==> src/rtl/instr_decoder_pipe.sv <==
// -----------------------------------------------------------------------------
// instr_decoder_pipe
//
// Pipelined instruction decoder for the 8-bit core ISA. An instruction
// accepted from program memory on edge N sits in the instruction register
// and is decoded during cycle N+1. Decode outputs drive the datapath source
// mux and the register write enables.
//
// Features:
//   - valid/ready handshake with the fetch stage, plus an external stall.
//   - Multi-cycle data-memory reads. A MOVE sourcing dm holds the decoder
//     for DM_LAT cycles and writes only in the last of them.
//   - Branch-shadow squashing. After a taken JUMP/JNZ, the next BR_SHADOW
//     accepted instructions load as dead (ir_valid=0).
//
// Optional feature macro: ID_PERF_CNT_EN
//   When defined, adds the retired_cnt, stall_cnt and squash_cnt outputs.
//
// Ports:
//   clk                        clock, all state on rising edge
//   sync_reset                 synchronous active-high reset
//   next_instr[7:0], in_valid  instruction offered by fetch
//   in_ready                   decoder takes next_instr on this edge
//   stall                      freeze decoder state, decode not live
//   alu_zero                   zero flag, resolves JNZ
//   ir[7:0], ir_valid          instruction register and its liveness
//   jmp, jmp_nz                live jump / conditional jump
//   ir_nibble[3:0]             ir[3:0] (immediate / jump target)
//   i_sel, x_sel, y_sel        datapath selects
//   source_sel[3:0]            source mux select
//   reg_en[NREG-1:0]           register write enables (bit 8 = o)
//   nop_c8/cf/d8/df            registered NOP-pattern detect for ir
//   retired_cnt, stall_cnt,    performance counters (ID_PERF_CNT_EN only)
//   squash_cnt
// -----------------------------------------------------------------------------
module instr_decoder_pipe #(
   parameter int DM_LAT    = 1,
   parameter int BR_SHADOW = 1,
   parameter int NREG      = 9
) (
   input  logic            clk,
   input  logic            sync_reset,
   input  logic [7:0]      next_instr,
   input  logic            in_valid,
   output logic            in_ready,
   input  logic            stall,
   input  logic            alu_zero,
   output logic [7:0]      ir,
   output logic            ir_valid,
   output logic            jmp,
   output logic            jmp_nz,
   output logic [3:0]      ir_nibble,
   output logic            i_sel,
   output logic            x_sel,
   output logic            y_sel,
   output logic [3:0]      source_sel,
   output logic [NREG-1:0] reg_en,
`ifdef ID_PERF_CNT_EN
   output logic [15:0]     retired_cnt,
   output logic [15:0]     stall_cnt,
   output logic [7:0]      squash_cnt,
`endif
   output logic            nop_c8,
   output logic            nop_cf,
   output logic            nop_d8,
   output logic            nop_df
);

   typedef enum logic [1:0] {
      ST_RUN     = 2'd0,
      ST_DM_WAIT = 2'd1,
      ST_SQUASH  = 2'd2
   } state_t;

   localparam logic [1:0] DM_LAST  = 2'(DM_LAT - 1);
   localparam logic [1:0] SHADOW_N = 2'(BR_SHADOW);
   localparam logic       DM_MULTI = (DM_LAT > 1);
   localparam logic       SHADOW_ON = (BR_SHADOW > 0);

   state_t     state_q, state_d;
   logic [1:0] cnt_q, cnt_d;
   logic [1:0] sq_q, sq_d;
   logic [7:0] ir_q, ir_d;
   logic       ir_valid_q, ir_valid_d;
   logic [3:0] nop_q, nop_d;

   logic       is_load_s, is_move_s, is_alu_s, is_jump_s, is_jnz_s;
   logic [2:0] ld_dst_s, mv_dst_s, mv_src_s;
   logic       dm_read_s, hold_dm_s, live_s, taken_s, squash_now_s, accept_s;
   logic [1:0] slots_s;

   logic [NREG-1:0] reg_en_s;
   logic [3:0]      source_sel_s;
   logic            i_sel_s, x_sel_s, y_sel_s, jmp_s, jmp_nz_s, in_ready_s;

   assign is_load_s = (ir_q[7] == 1'b0);
   assign is_move_s = (ir_q[7:6] == 2'b10);
   assign is_alu_s  = (ir_q[7:5] == 3'b110);
   assign is_jump_s = (ir_q[7:4] == 4'b1110);
   assign is_jnz_s  = (ir_q[7:4] == 4'b1111);
   assign ld_dst_s  = ir_q[6:4];
   assign mv_dst_s  = ir_q[5:3];
   assign mv_src_s  = ir_q[2:0];
   assign dm_read_s = is_move_s && (mv_src_s == 3'd7);

   // The dm read holds the decoder from its first decode cycle until the
   // counter reaches the last latency cycle. Only that last cycle writes.
   assign hold_dm_s = ir_valid_q &&
                      ((state_q == ST_RUN && dm_read_s && DM_MULTI) ||
                       (state_q == ST_DM_WAIT && cnt_q != DM_LAST));

   assign in_ready_s   = !sync_reset && !stall && !hold_dm_s;
   assign accept_s     = in_ready_s;
   assign live_s       = !sync_reset && ir_valid_q && !stall && !hold_dm_s;
   assign taken_s      = live_s && SHADOW_ON && (is_jump_s || (is_jnz_s && !alu_zero));
   // The instruction loaded on the edge that resolves the jump is already in the shadow.
   assign squash_now_s = taken_s || (state_q == ST_SQUASH);
   assign slots_s      = taken_s ? SHADOW_N : sq_q;

   // FSM next-state: dm latency counter and remaining squash slots
   always_comb begin
      state_d = state_q;
      cnt_d   = cnt_q;
      sq_d    = sq_q;
      if (stall) begin
         state_d = state_q;
      end else begin
         case (state_q)
            ST_RUN: begin
               if (hold_dm_s) begin
                  state_d = ST_DM_WAIT;
                  cnt_d   = 2'd1;
               end else if (taken_s) begin
                  sq_d    = in_valid ? (slots_s - 2'd1) : slots_s;
                  state_d = (sq_d == 2'd0) ? ST_RUN : ST_SQUASH;
               end else begin
                  state_d = ST_RUN;
               end
            end
            ST_DM_WAIT: begin
               if (cnt_q == DM_LAST) begin
                  state_d = ST_RUN;
                  cnt_d   = 2'd0;
               end else begin
                  cnt_d = cnt_q + 2'd1;
               end
            end
            ST_SQUASH: begin
               // Bubbles do not use up a shadow slot
               if (in_valid) begin
                  sq_d    = sq_q - 2'd1;
                  state_d = (sq_q == 2'd1) ? ST_RUN : ST_SQUASH;
               end else begin
                  sq_d = sq_q;
               end
            end
            default: begin
               state_d = ST_RUN;
               cnt_d   = 2'd0;
               sq_d    = 2'd0;
            end
         endcase
      end
   end

   // Next-state for the instruction register, its liveness and NOP flags
   always_comb begin
      ir_d       = ir_q;
      ir_valid_d = ir_valid_q;
      nop_d      = nop_q;
      if (accept_s) begin
         ir_d       = next_instr;
         ir_valid_d = in_valid && !squash_now_s;
         nop_d[0]   = (next_instr == 8'hC8) && in_valid && !squash_now_s;
         nop_d[1]   = (next_instr == 8'hCF) && in_valid && !squash_now_s;
         nop_d[2]   = (next_instr == 8'hD8) && in_valid && !squash_now_s;
         nop_d[3]   = (next_instr == 8'hDF) && in_valid && !squash_now_s;
      end else begin
         ir_d = ir_q;
      end
   end

   // State registers with synchronous reset
   always_ff @(posedge clk) begin
      if (sync_reset) begin
         state_q    <= ST_RUN;
         cnt_q      <= 2'd0;
         sq_q       <= 2'd0;
         ir_q       <= 8'hC8;
         ir_valid_q <= 1'b0;
         nop_q      <= 4'd0;
      end else begin
         state_q    <= state_d;
         cnt_q      <= cnt_d;
         sq_q       <= sq_d;
         ir_q       <= ir_d;
         ir_valid_q <= ir_valid_d;
         nop_q      <= nop_d;
      end
   end

   // Instruction decode; reset overrides, otherwise dead decode unless live
   always_comb begin
      reg_en_s     = '0;
      source_sel_s = 4'd8;
      i_sel_s      = 1'b1;
      x_sel_s      = ir_q[4];
      y_sel_s      = ir_q[3];
      jmp_s        = 1'b0;
      jmp_nz_s     = 1'b0;
      if (sync_reset) begin
         reg_en_s     = '1;
         source_sel_s = 4'd10;
         i_sel_s      = 1'b0;
         x_sel_s      = 1'b0;
         y_sel_s      = 1'b0;
      end else if (live_s) begin
         if (is_load_s) begin
            i_sel_s = (ld_dst_s != 3'd6);
            if (ld_dst_s == 3'd7) begin
               reg_en_s[7] = 1'b1;
               reg_en_s[6] = 1'b1;
            end else if (ld_dst_s == 3'd4) begin
               reg_en_s[8] = 1'b1;
            end else begin
               reg_en_s[ld_dst_s] = 1'b1;
            end
         end else if (is_move_s) begin
            i_sel_s = (mv_dst_s != 3'd6);
            if (mv_src_s == mv_dst_s) begin
               source_sel_s = (mv_src_s == 3'd4) ? 4'd4 : 4'd9;
            end else begin
               source_sel_s = {1'b0, mv_src_s};
            end
            if (mv_dst_s == 3'd4 && mv_src_s == 3'd6) begin
               reg_en_s[8] = 1'b1;
            end else if (mv_dst_s == 3'd7 || (mv_src_s == 3'd7 && mv_dst_s != 3'd6)) begin
               reg_en_s[mv_dst_s] = 1'b1;
               reg_en_s[6]        = 1'b1;
            end else if (mv_dst_s == 3'd4) begin
               reg_en_s[8] = 1'b1;
            end else begin
               reg_en_s[mv_dst_s] = 1'b1;
            end
         end else if (is_alu_s) begin
            reg_en_s[4] = 1'b1;
            reg_en_s[0] = (ir_q == 8'hC0);
         end else begin
            jmp_s    = is_jump_s;
            jmp_nz_s = is_jnz_s;
         end
      end else begin
         reg_en_s = '0;
      end
   end

   assign in_ready   = in_ready_s;
   assign ir         = ir_q;
   assign ir_valid   = ir_valid_q;
   assign ir_nibble  = ir_q[3:0];
   assign jmp        = jmp_s;
   assign jmp_nz     = jmp_nz_s;
   assign i_sel      = i_sel_s;
   assign x_sel      = x_sel_s;
   assign y_sel      = y_sel_s;
   assign source_sel = source_sel_s;
   assign reg_en     = reg_en_s;
   assign nop_c8     = nop_q[0];
   assign nop_cf     = nop_q[1];
   assign nop_d8     = nop_q[2];
   assign nop_df     = nop_q[3];

`ifdef ID_PERF_CNT_EN
   logic [15:0] retired_q, stall_q;
   logic [7:0]  squash_q;

   // Performance counters; all wrap naturally on overflow
   always_ff @(posedge clk) begin
      if (sync_reset) begin
         retired_q <= 16'd0;
         stall_q   <= 16'd0;
         squash_q  <= 8'd0;
      end else begin
         retired_q <= retired_q + {15'd0, live_s};
         stall_q   <= stall_q + {15'd0, !in_ready_s};
         squash_q  <= squash_q + {7'd0, (accept_s && in_valid && squash_now_s)};
      end
   end

   assign retired_cnt = retired_q;
   assign stall_cnt   = stall_q;
   assign squash_cnt  = squash_q;
`endif

endmodule

==> config.mk <==
export PLATFORM = sky130hd
export DESIGN_NAME = instr_decoder_pipe
export DESIGN_NICKNAME = d
export VERILOG_FILES = /design/src/rtl/instr_decoder_pipe.sv
export SDC_FILE = /design/constraint.sdc
export NUM_CORES = 1
export LEC_CHECK = 0
export ABC_CLOCK_PERIOD_IN_PS = 3800
export BUFFER_PORTS_ARGS = -buffer_cell sky130_fd_sc_hd__buf_2
export CORE_ASPECT_RATIO = 1.25
export CORE_MARGIN = 2
export CORE_UTILIZATION = 53
export CTS_BUF_LIST = sky130_fd_sc_hd__clkbuf_4
export CTS_CLUSTER_DIAMETER = 50
export DETAILED_ROUTE_END_ITERATION = 16
export PLACE_DENSITY = 0.87
export SYNTH_ARGS = -nofsm -noshare
export SYNTH_HDL_FRONTEND = slang
export SYNTH_SLANG_ARGS = --single-unit
==> constraint.sdc <==
create_clock -name clk -period 3.8 [get_ports clk]
set_input_delay 0.19 -clock clk [delete_from_list [all_inputs] [get_ports clk]]
set_output_delay 0.19 -clock clk [all_outputs]
set_load 0.1 [all_outputs]
# ---- After elaboration in Yosys (flattened, before gate mapping)
# Index checks and enable logic that the tools add are counted.
dict set report op_classes {
  addsub 3
  order_cmp 4
  eq_ne 27
  muxes 61
  n_bitwise 3
  reduce_logical 37
}
# op n
set ops {}
lappend ops {{equality test 8 bit (second input constant)} 5}
lappend ops {{2-to-1 mux 9 bit} 4}
lappend ops {{2-to-1 mux 2 bit} 14}
lappend ops {{2-to-1 mux 4 bit} 7}
lappend ops {{2-to-1 mux 1 bit} 26}
lappend ops {{equality test 3 bit (second input constant)} 8}
lappend ops {{2-to-1 mux 8 bit} 3}
lappend ops {{logical AND 1 bit} 22}
lappend ops {{case mux 2 bit (3 select lines)} 3}
lappend ops {{< comparator 3 x 5 -> 1 bit (second input constant)} 2}
lappend ops {{equality test 4 bit (second input constant)} 2}
lappend ops {{!= test 2 bit (second input constant)} 4}
lappend ops {{demux 1 bit (select 3 bit)} 2}
lappend ops {{>= comparator 3 x 1 -> 1 bit (second input constant)} 2}
lappend ops {{zero test 2 bit} 3}
lappend ops {{2-to-1 mux 6 bit} 1}
lappend ops {{!= test 3 bit (second input constant)} 2}
lappend ops {{AND reduction 3 bit} 2}
lappend ops {{zero test 1 bit} 5}
lappend ops {{AND reduction 5 bit} 1}
lappend ops {{equality test 2 x 1 -> 1 bit (second input constant)} 2}
lappend ops {{equality test 2 bit (second input constant)} 2}
lappend ops {{subtractor 2 x 1 -> 2 bit (second input constant)} 2}
lappend ops {{equality test 3 bit} 1}
lappend ops {{other kinds (6)} 10}
dict set report totals {
  ff_bits 19
  in_bits 13
  out_inout_bits 36
  elab_cells 141
}

# ---- Depth between registers and ports, before layout
# Gate-level depths: netlist of the first run.
dict set report logic_depth {
  word_depth 14
  depth_mapped 8
  mapped_depth_nobuf 7
}

# ---- Worst setup path before layout of the first run
# No wires, ideal clock.
dict set report synth_path {
  kind {register to output}
  start {register ir_q[4], in the netlist ir[4]}
  end {output source_sel[2]}
  t_arrival_ns 5.283
  required_ns 3.610
  path_slack_ns -1.673
  stages_incl_launch_ff 6
  n_path_buf 1
  path_cell_list {dfxtp_1 > clkbuf_1 > inv_1 > a211o_1 > o21ai_0 > a21oi_1}
}
dict set report synth_via {
  elab_chain_len 6
}
# element line
set synth_lines {}
lappend synth_lines {{from (decl)} 83} ;# logic [7:0] ir_q, ir_d;
lappend synth_lines {{from (signal assigned)} 196} ;# ir_q <= ir_d;
lappend synth_lines {{equality test 3 bit} 230} ;# if (mv_src_s == mv_dst_s) begin
lappend synth_lines {{2-to-1 mux 4 bit} 230}
lappend synth_lines {{2-to-1 mux 4 bit} 228} ;# end else if (is_move_s) begin
lappend synth_lines {{2-to-1 mux 4 bit} 218} ;# if (is_load_s) begin
lappend synth_lines {{2-to-1 mux 4 bit} 217} ;# end else if (live_s) begin
lappend synth_lines {{2-to-1 mux 4 bit} 211} ;# if (sync_reset) begin
lappend synth_lines {{to (decl)} 56} ;# output logic [3:0] source_sel,
# No other way between the ends.

# ---- Final worst setup path of the first run
dict set report layout_path {
  start {register cnt_q[0]}
  end {output in_ready}
}
dict set report layout_via {
  elab_chain_len 5
}
# element line
set layout_lines {}
lappend layout_lines {{from (decl)} 81} ;# logic [1:0] cnt_q, cnt_d;
lappend layout_lines {{from (signal assigned)} 194} ;# cnt_q <= cnt_d;
lappend layout_lines {{nonzero test 2 bit} 110} ;# (state_q == ST_DM_WAIT && cnt_q != DM_LAST));
lappend layout_lines {{logical AND 1 bit} 110}
lappend layout_lines {{logical AND 1 bit} 108} ;# assign hold_dm_s = ir_valid_q &&
lappend layout_lines {{zero test 1 bit} 112} ;# assign in_ready_s = !sync_reset && !stall && !hold_dm_s;
lappend layout_lines {{logical AND 1 bit} 112}
lappend layout_lines {{to (decl)} 45} ;# output logic in_ready,
# No other way between the ends.

==> flow_metrics.tcl, run 1 <==
set metrics [dict create \
    hold_buffers 0 \
    place_area_um2 1530 \
    grt_pass1_vias 1200 \
    wl_um 3230 \
    post-synth-top-count-cell "nand2_1" \
    ys_ff_latch 19 \
    core-area_um2 2400 \
    vias 1429 \
    min_path_type "in -> reg" \
    setup_tns_ps 0 \
    rsz0062_at_grt "false" \
    start_util 0.550 \
    drv_cap 0 \
    finalCoreUtilization 0.648 \
    dr.pass1.iters 4 \
    crit_fanout 18 \
    synth_top_area_frac 0.288 \
    area_delta_synth_final_pct 17.9 \
    clk_pin_slew_ps 110 \
    grt_max_degree 20 \
    grt_pass1_wl_um 5360 \
    die_w_um 48.7 \
    post_cts_buffers 0 \
    ys_types 46 \
    synth.avg_cell_area_um2 7.30 \
    final.setup_skew_ps 1.97 \
    peakVddDrop_mv 0.232 \
    yosysSeqAreaShare 0.288 \
    nFillCells 235 \
    tightest_slew_ps 707 \
    synth_nets 197 \
    h-tree-depth 1 \
    instances_no_fill 250 \
    pre_cts_ws_ps 1200 \
    nets 234 \
    clockRootBuffer "clkbuf_4" \
    timing.fmax_mhz 336 \
    viasPerCell 5.72 \
    final_hold_viol_count 0 \
    ant_nets 0 \
    slew_viol_final 0 \
    dp.cells 246 \
    clock-sinks 19 \
    synth-edff-count 0 \
    syn-cell-area_um2 1320 \
    drive_gt1_frac 0.281 \
    drt-wirelength-per-cell_um 12.9 \
    cp-end-kind "primary output" \
    leakagePower_uw 0.000702 \
    syn_inst 181 \
    worst_slack_ps 825 \
    design_area_um2 1560 \
    hpwl_um 2470 \
    status "finished clean" \
    crit_chain "inv_1 > ha_1 > nor3b_1 > a211o_1 > clkinv_1 > buf_2" \
    drtIter0Drc 40 \
    rows 20 \
    min_period_over_period 0.783 \
    setup_viol 0 \
    cp_slowest_cell "nor3b_1" \
    cts_tree "yes" \
    startpoint_type "register" \
    overflow 0 \
    cts_max_path_buffers 2 \
    synth-main-ff-cell "dfxtp_1" \
    worst_path_largest_cell_delay_ps 590 \
    antenna_cells 0 \
    cts_buffers 3 \
    die_area_um2 2910 \
    synth_common_cells "nand2_1, nor2_1, dfxtp_1, a21oi_1" \
    yosys_warnings 0 \
    async_flop_share 0 \
    min_period_ps 2980 \
    place.gp.congestion 0.848 \
    yosys-top-cells-area "dfxtp_1, nand2_1, nor2_1, a21oi_1, nand3_1" \
    crit_type "reg -> out" \
    arrival_ps 2790 \
    clk_latency_ps 310 \
    powerDensity_nw_per_um2 348 \
    antenna_found_initial 0 \
    required_ps 3610 \
    portBuffers 48 \
    io_pins 49 \
    slew_headroom 0.528 \
    route.detailed.drc 0 \
    grt_usage 0.233 \
    dieHeight_um 59.8 \
    post_cts_resized 0 \
    yosys.area.top_type "dfxtp_1" \
]
state kept, by name, summed over array words and instances (netlist names):
register,count
ir,8
nop_q,4
state_q,2
ir_valid,1
sq_q,2
cnt_q,2
where the power goes:
group	leakage, uW	internal (uW)	switching [uW]
registers	0.000155	206	17.3
clock network	0.0000177	39.4	66.4
logic	0.000529	38.0	176
cells in the final DEF, fill, tap and decap left out, types with 4 or more instances in the layout:
cell / Yosys / final
a32o_1: 4 / 4
dfxtp_1: 19 / 19
inv_1: 9 / 9
buf_2: 2 / 48
nand2_1: 22 / 22
nor2_1: 20 / 20
nand3_1: 9 / 9
a31oi_1: 5 / 5
nor3_1: 7 / 7
a21oi_1: 11 / 11
nor3b_1: 5 / 5
nand2b_1: 6 / 6
o21ai_0: 7 / 6
path summary, 6_finish.rpt:
kind,start,to,slack [ps],depth (start not counted)
setup / recovery,cnt_q[0],in_ready,820,6
hold / removal,next_instr[1],ir[1],90,3
setup reg to reg,cnt_q[0],ir[6],1330,7
hold reg to reg,ir_valid,ir_valid,500,2
critical path, delay by kind of cell (launching register included):
kind            cells  cell delay (ps)
simple gates        1              590
fa+ha+maj           1              210
buf+inv             3              770
flops               1              340
compound gates      1              560
per-stage QoR:
stage / power (uW) / hold WS [ps]
3_5_place_dp: 441 / 406
4_1_cts: 542 / 92.4
2_1_floorplan: 412 / 289
5_1_grt: 567 / 97.3
6_report: 542 / 89.7
3_3_place_gp: 439 / 405
routing by layer:
metal	up-vias	GRT usage	routed length, um
met5	-	0	0
met4	0	0.106	52
met3	7	0.0225	227
met2	54	0.417	1580
met1	651	0.285	1370
li1	717	-	-
layout make-up:
class,count,area (um^2),share of cell area
Timing Repair Buffer,48,240,0.154
Inverter,11,41.3,0.0265
Multi-Input combinational cell,135,827,0.531
Clock buffer,3,22.5,0.0145
Tap cell,33,41.3,0.0265
Clock inverter,1,5.00,0.00321
Sequential cell,19,380,0.244
kinds of logic (layout without fill, tap and decap cells):
family          Yosys count  after routing  synth area share
flops                    19             19             0.288
simple gates             80             80             0.301
fa+ha+maj                 3              3            0.0284
mux                       1              1           0.00758
compound gates           49             49             0.263
xor+xnor                  2              2            0.0133
buf+inv                  27             63            0.0985
Note: power is estimated with default switching activity, not from simulation.
==> run 2: changes to the inputs <==
==> config.mk (replaced) <==
export PLATFORM = sky130hd
export DESIGN_NAME = instr_decoder_pipe
export DESIGN_NICKNAME = d
export VERILOG_FILES = /design/src/rtl/instr_decoder_pipe.sv
export SDC_FILE = /design/constraint.sdc
export NUM_CORES = 1
export LEC_CHECK = 0
export ABC_AREA = 1
export ABC_CLOCK_PERIOD_IN_PS = 2600
export BUFFER_PORTS_ARGS = -buffer_cell sky130_fd_sc_hd__buf_2
export CORE_ASPECT_RATIO = 1.25
export CORE_MARGIN = 2
export CORE_UTILIZATION = 47
export CTS_BUF_LIST = sky130_fd_sc_hd__clkbuf_4
export CTS_CLUSTER_DIAMETER = 50
export DETAILED_ROUTE_END_ITERATION = 16
export PLACE_DENSITY = 0.81
export SYNTH_ARGS = -nofsm -noshare
export SYNTH_HDL_FRONTEND = slang
export SYNTH_SLANG_ARGS = --single-unit
==> constraint.sdc (replaced) <==
create_clock -name clk -period 2.6 [get_ports clk]
set_input_delay 0.13 -clock clk [delete_from_list [all_inputs] [get_ports clk]]
set_output_delay 0.13 -clock clk [all_outputs]
set_load 0.1 [all_outputs]
==> run 2 against run 1 <==
Compared with the run above:
- utilization fell by 5.7 points
- largest power group is now combinational cells
- critical endpoint is now reg_en[4]
- area after synthesis rose by 6.2%
- sequential power rose by 46%
==> flow_metrics.tcl, run 2 <==
set metrics [dict create \
    slew_headroom 0.673 \
    largest_reg_flops 8 \
    cts_max_path_buffers 2 \
    cts_tree "yes" \
    required_ps 2470 \
    nFillCells 298 \
    portBuffers 48 \
    drtIter0Drc 48 \
    clock-sinks 19 \
    grt_usage 0.216 \
    area_delta_synth_final_pct 21.7 \
    peakVddDrop_mv 0.268 \
    grt_pass1_wl_um 5870 \
    synth_top_area_frac 0.271 \
    yosys_warnings 0 \
    clk_latency_ps 290 \
    rsz0062_at_grt "false" \
    die_w_um 52.9 \
    ys_ff_latch 19 \
    ant_nets 0 \
    dp.cells 299 \
    viasPerCell 5.06 \
    design_area_um2 1710 \
    antenna_cells 0 \
    crit_fanout 4 \
    antenna_found_initial 0 \
    core-area_um2 2890 \
    synth.avg_cell_area_um2 6.21 \
    rows 22 \
    min_period_ps 2100 \
    status "finished clean" \
    cp-end-kind "primary output" \
    hpwl_um 2740 \
    powerDensity_nw_per_um2 483 \
    place_area_um2 1680 \
    drv_cap 0 \
    ys_types 29 \
    hold_buffers 0 \
    nets 284 \
    timing.fmax_mhz 477 \
    synth_common_cells "nand2_1, inv_1, nand3_1, nor2_1, dfxtp_1" \
    min_period_over_period 0.806 \
    grt_pass1_vias 1405 \
    startpoint_type "register" \
    drive_gt1_frac 0.341 \
    wl_um 3350 \
    final.setup_skew_ps 1.32 \
    dr.pass1.iters 4 \
    min_path_type "in -> reg" \
    setup_viol 0 \
    cts_buffers 3 \
    slew_viol_final 0 \
    async_flop_share 0 \
    drt-wirelength-per-cell_um 11.1 \
    crit_type "reg -> out" \
    io_pins 49 \
    arrival_ps 1970 \
    h-tree-depth 1 \
    place.gp.congestion 0.882 \
    final_hold_viol_count 0 \
    yosys-top-cells-area "dfxtp_1, nand2_1, nand3_1, inv_1, nor2_1" \
    tightest_slew_ps 494 \
    final_common_cell "buf_2" \
    route.detailed.drc 0 \
    synth-edff-count 0 \
    instances_no_fill 303 \
    yosysSeqAreaShare 0.271 \
    post_cts_buffers 0 \
    p_total_uw 826 \
    synth-main-ff-cell "dfxtp_1" \
    clk_pin_slew_ps 100 \
    yosys.area.top_type "dfxtp_1" \
    clockRootBuffer "clkbuf_4" \
    vias 1533 \
    syn-cell-area_um2 1400 \
    post-synth-top-count-cell "nand2_1" \
    finalCoreUtilization 0.591 \
    syn_inst 226 \
    post_cts_resized 0 \
    final_cell_mix "buf_2, nand2_1, inv_1" \
    dieHeight_um 65.1 \
    die_area_um2 3440 \
    grt_max_degree 24 \
    synth_nets 242 \
    overflow 0 \
    start_util 0.486 \
    leakagePower_uw 0.000849 \
]
[run 2: cell types whose count changed in the layout (fill, tap and decap cells not counted), sizes merged, moves of 4 or more]
cell	previous run	this run
nand3	9	29
inv	9	35
a21oi	11	16
nor2	20	31
nor3b	5	0
nor3	7	2
a32o	4	0
nand2	22	45
nand2b	6	0
o21ai	7	19
[run 2: cells by family after synthesis]
kind of cell	count (synthesis)	share of synthesized area
XOR/XNOR	2	0.0125
buffers and inverters	48	0.153
adder cells (fa/ha/maj)	3	0.0267
AO/OA/AOI/OAI	43	0.169
flip-flops	19	0.271
AND/OR/NAND/NOR	111	0.367
[run 2: worst max-delay path, cell delays in order (launching register included)]
cell,delay [ps]
dfxtp_1,310
inv_1,90
ha_1,200
inv_1,60
nand2_2,110
nand2_1,170
nor2_1,140
a31oi_1,110
o21ai_2,70
buf_2,430
[run 2: path summary, 6_finish.rpt]
| check | slack (ps) | startpoint | endpoint | depth (start not counted) |
|---|---|---|---|---|
| worst max-delay path | 500 | cnt_q[0] | reg_en[4] | 9 |
| worst min-delay path | 60 | next_instr[6] | ir[6] | 3 |
| worst max register to register | 890 | cnt_q[1] | ir_valid | 8 |
| worst min register to register | 470 | nop_q[3] | nop_q[3] | 2 |
[run 2: final cells by class]
cell class | count | area (um^2) | share of cell area
multi-input combinational | 159 | 857 | 0.501
sequential | 19 | 390 | 0.228
timing repair buffer | 50 | 255 | 0.149
inverter | 35 | 131 | 0.0769
tap | 36 | 45.0 | 0.0264
clock buffer | 4 | 30.0 | 0.0176
[run 2: through the flow]
stage          hold WS, ps  setup WS (ps)  TNS (ps)
2_1_floorplan          233           -281      -749
3_3_place_gp           369            780         0
3_5_place_dp           358            761         0
4_1_cts               50.5            496         0
5_1_grt               59.5            332         0
6_report              57.4            504         0
[run 2: metal layers]
metal / global-route usage / up-vias / wire length [um]
met1: 0.277 / 680 / 1500
met2: 0.369 / 46 / 1660
li1: - / 803 / -
met3: 0.0295 / 4 / 172
met5: 0 / - / 0
met4: 0.0641 / 0 / 27
[run 2: power by group]
group          leakage, uW  switching (uW)  total, uW  internal, uW
registers         0.000157            21.1        326           305
logic             0.000673             282        344          61.4
clock network    0.0000184            86.0        156          70.0
total             0.000849             389        826           437
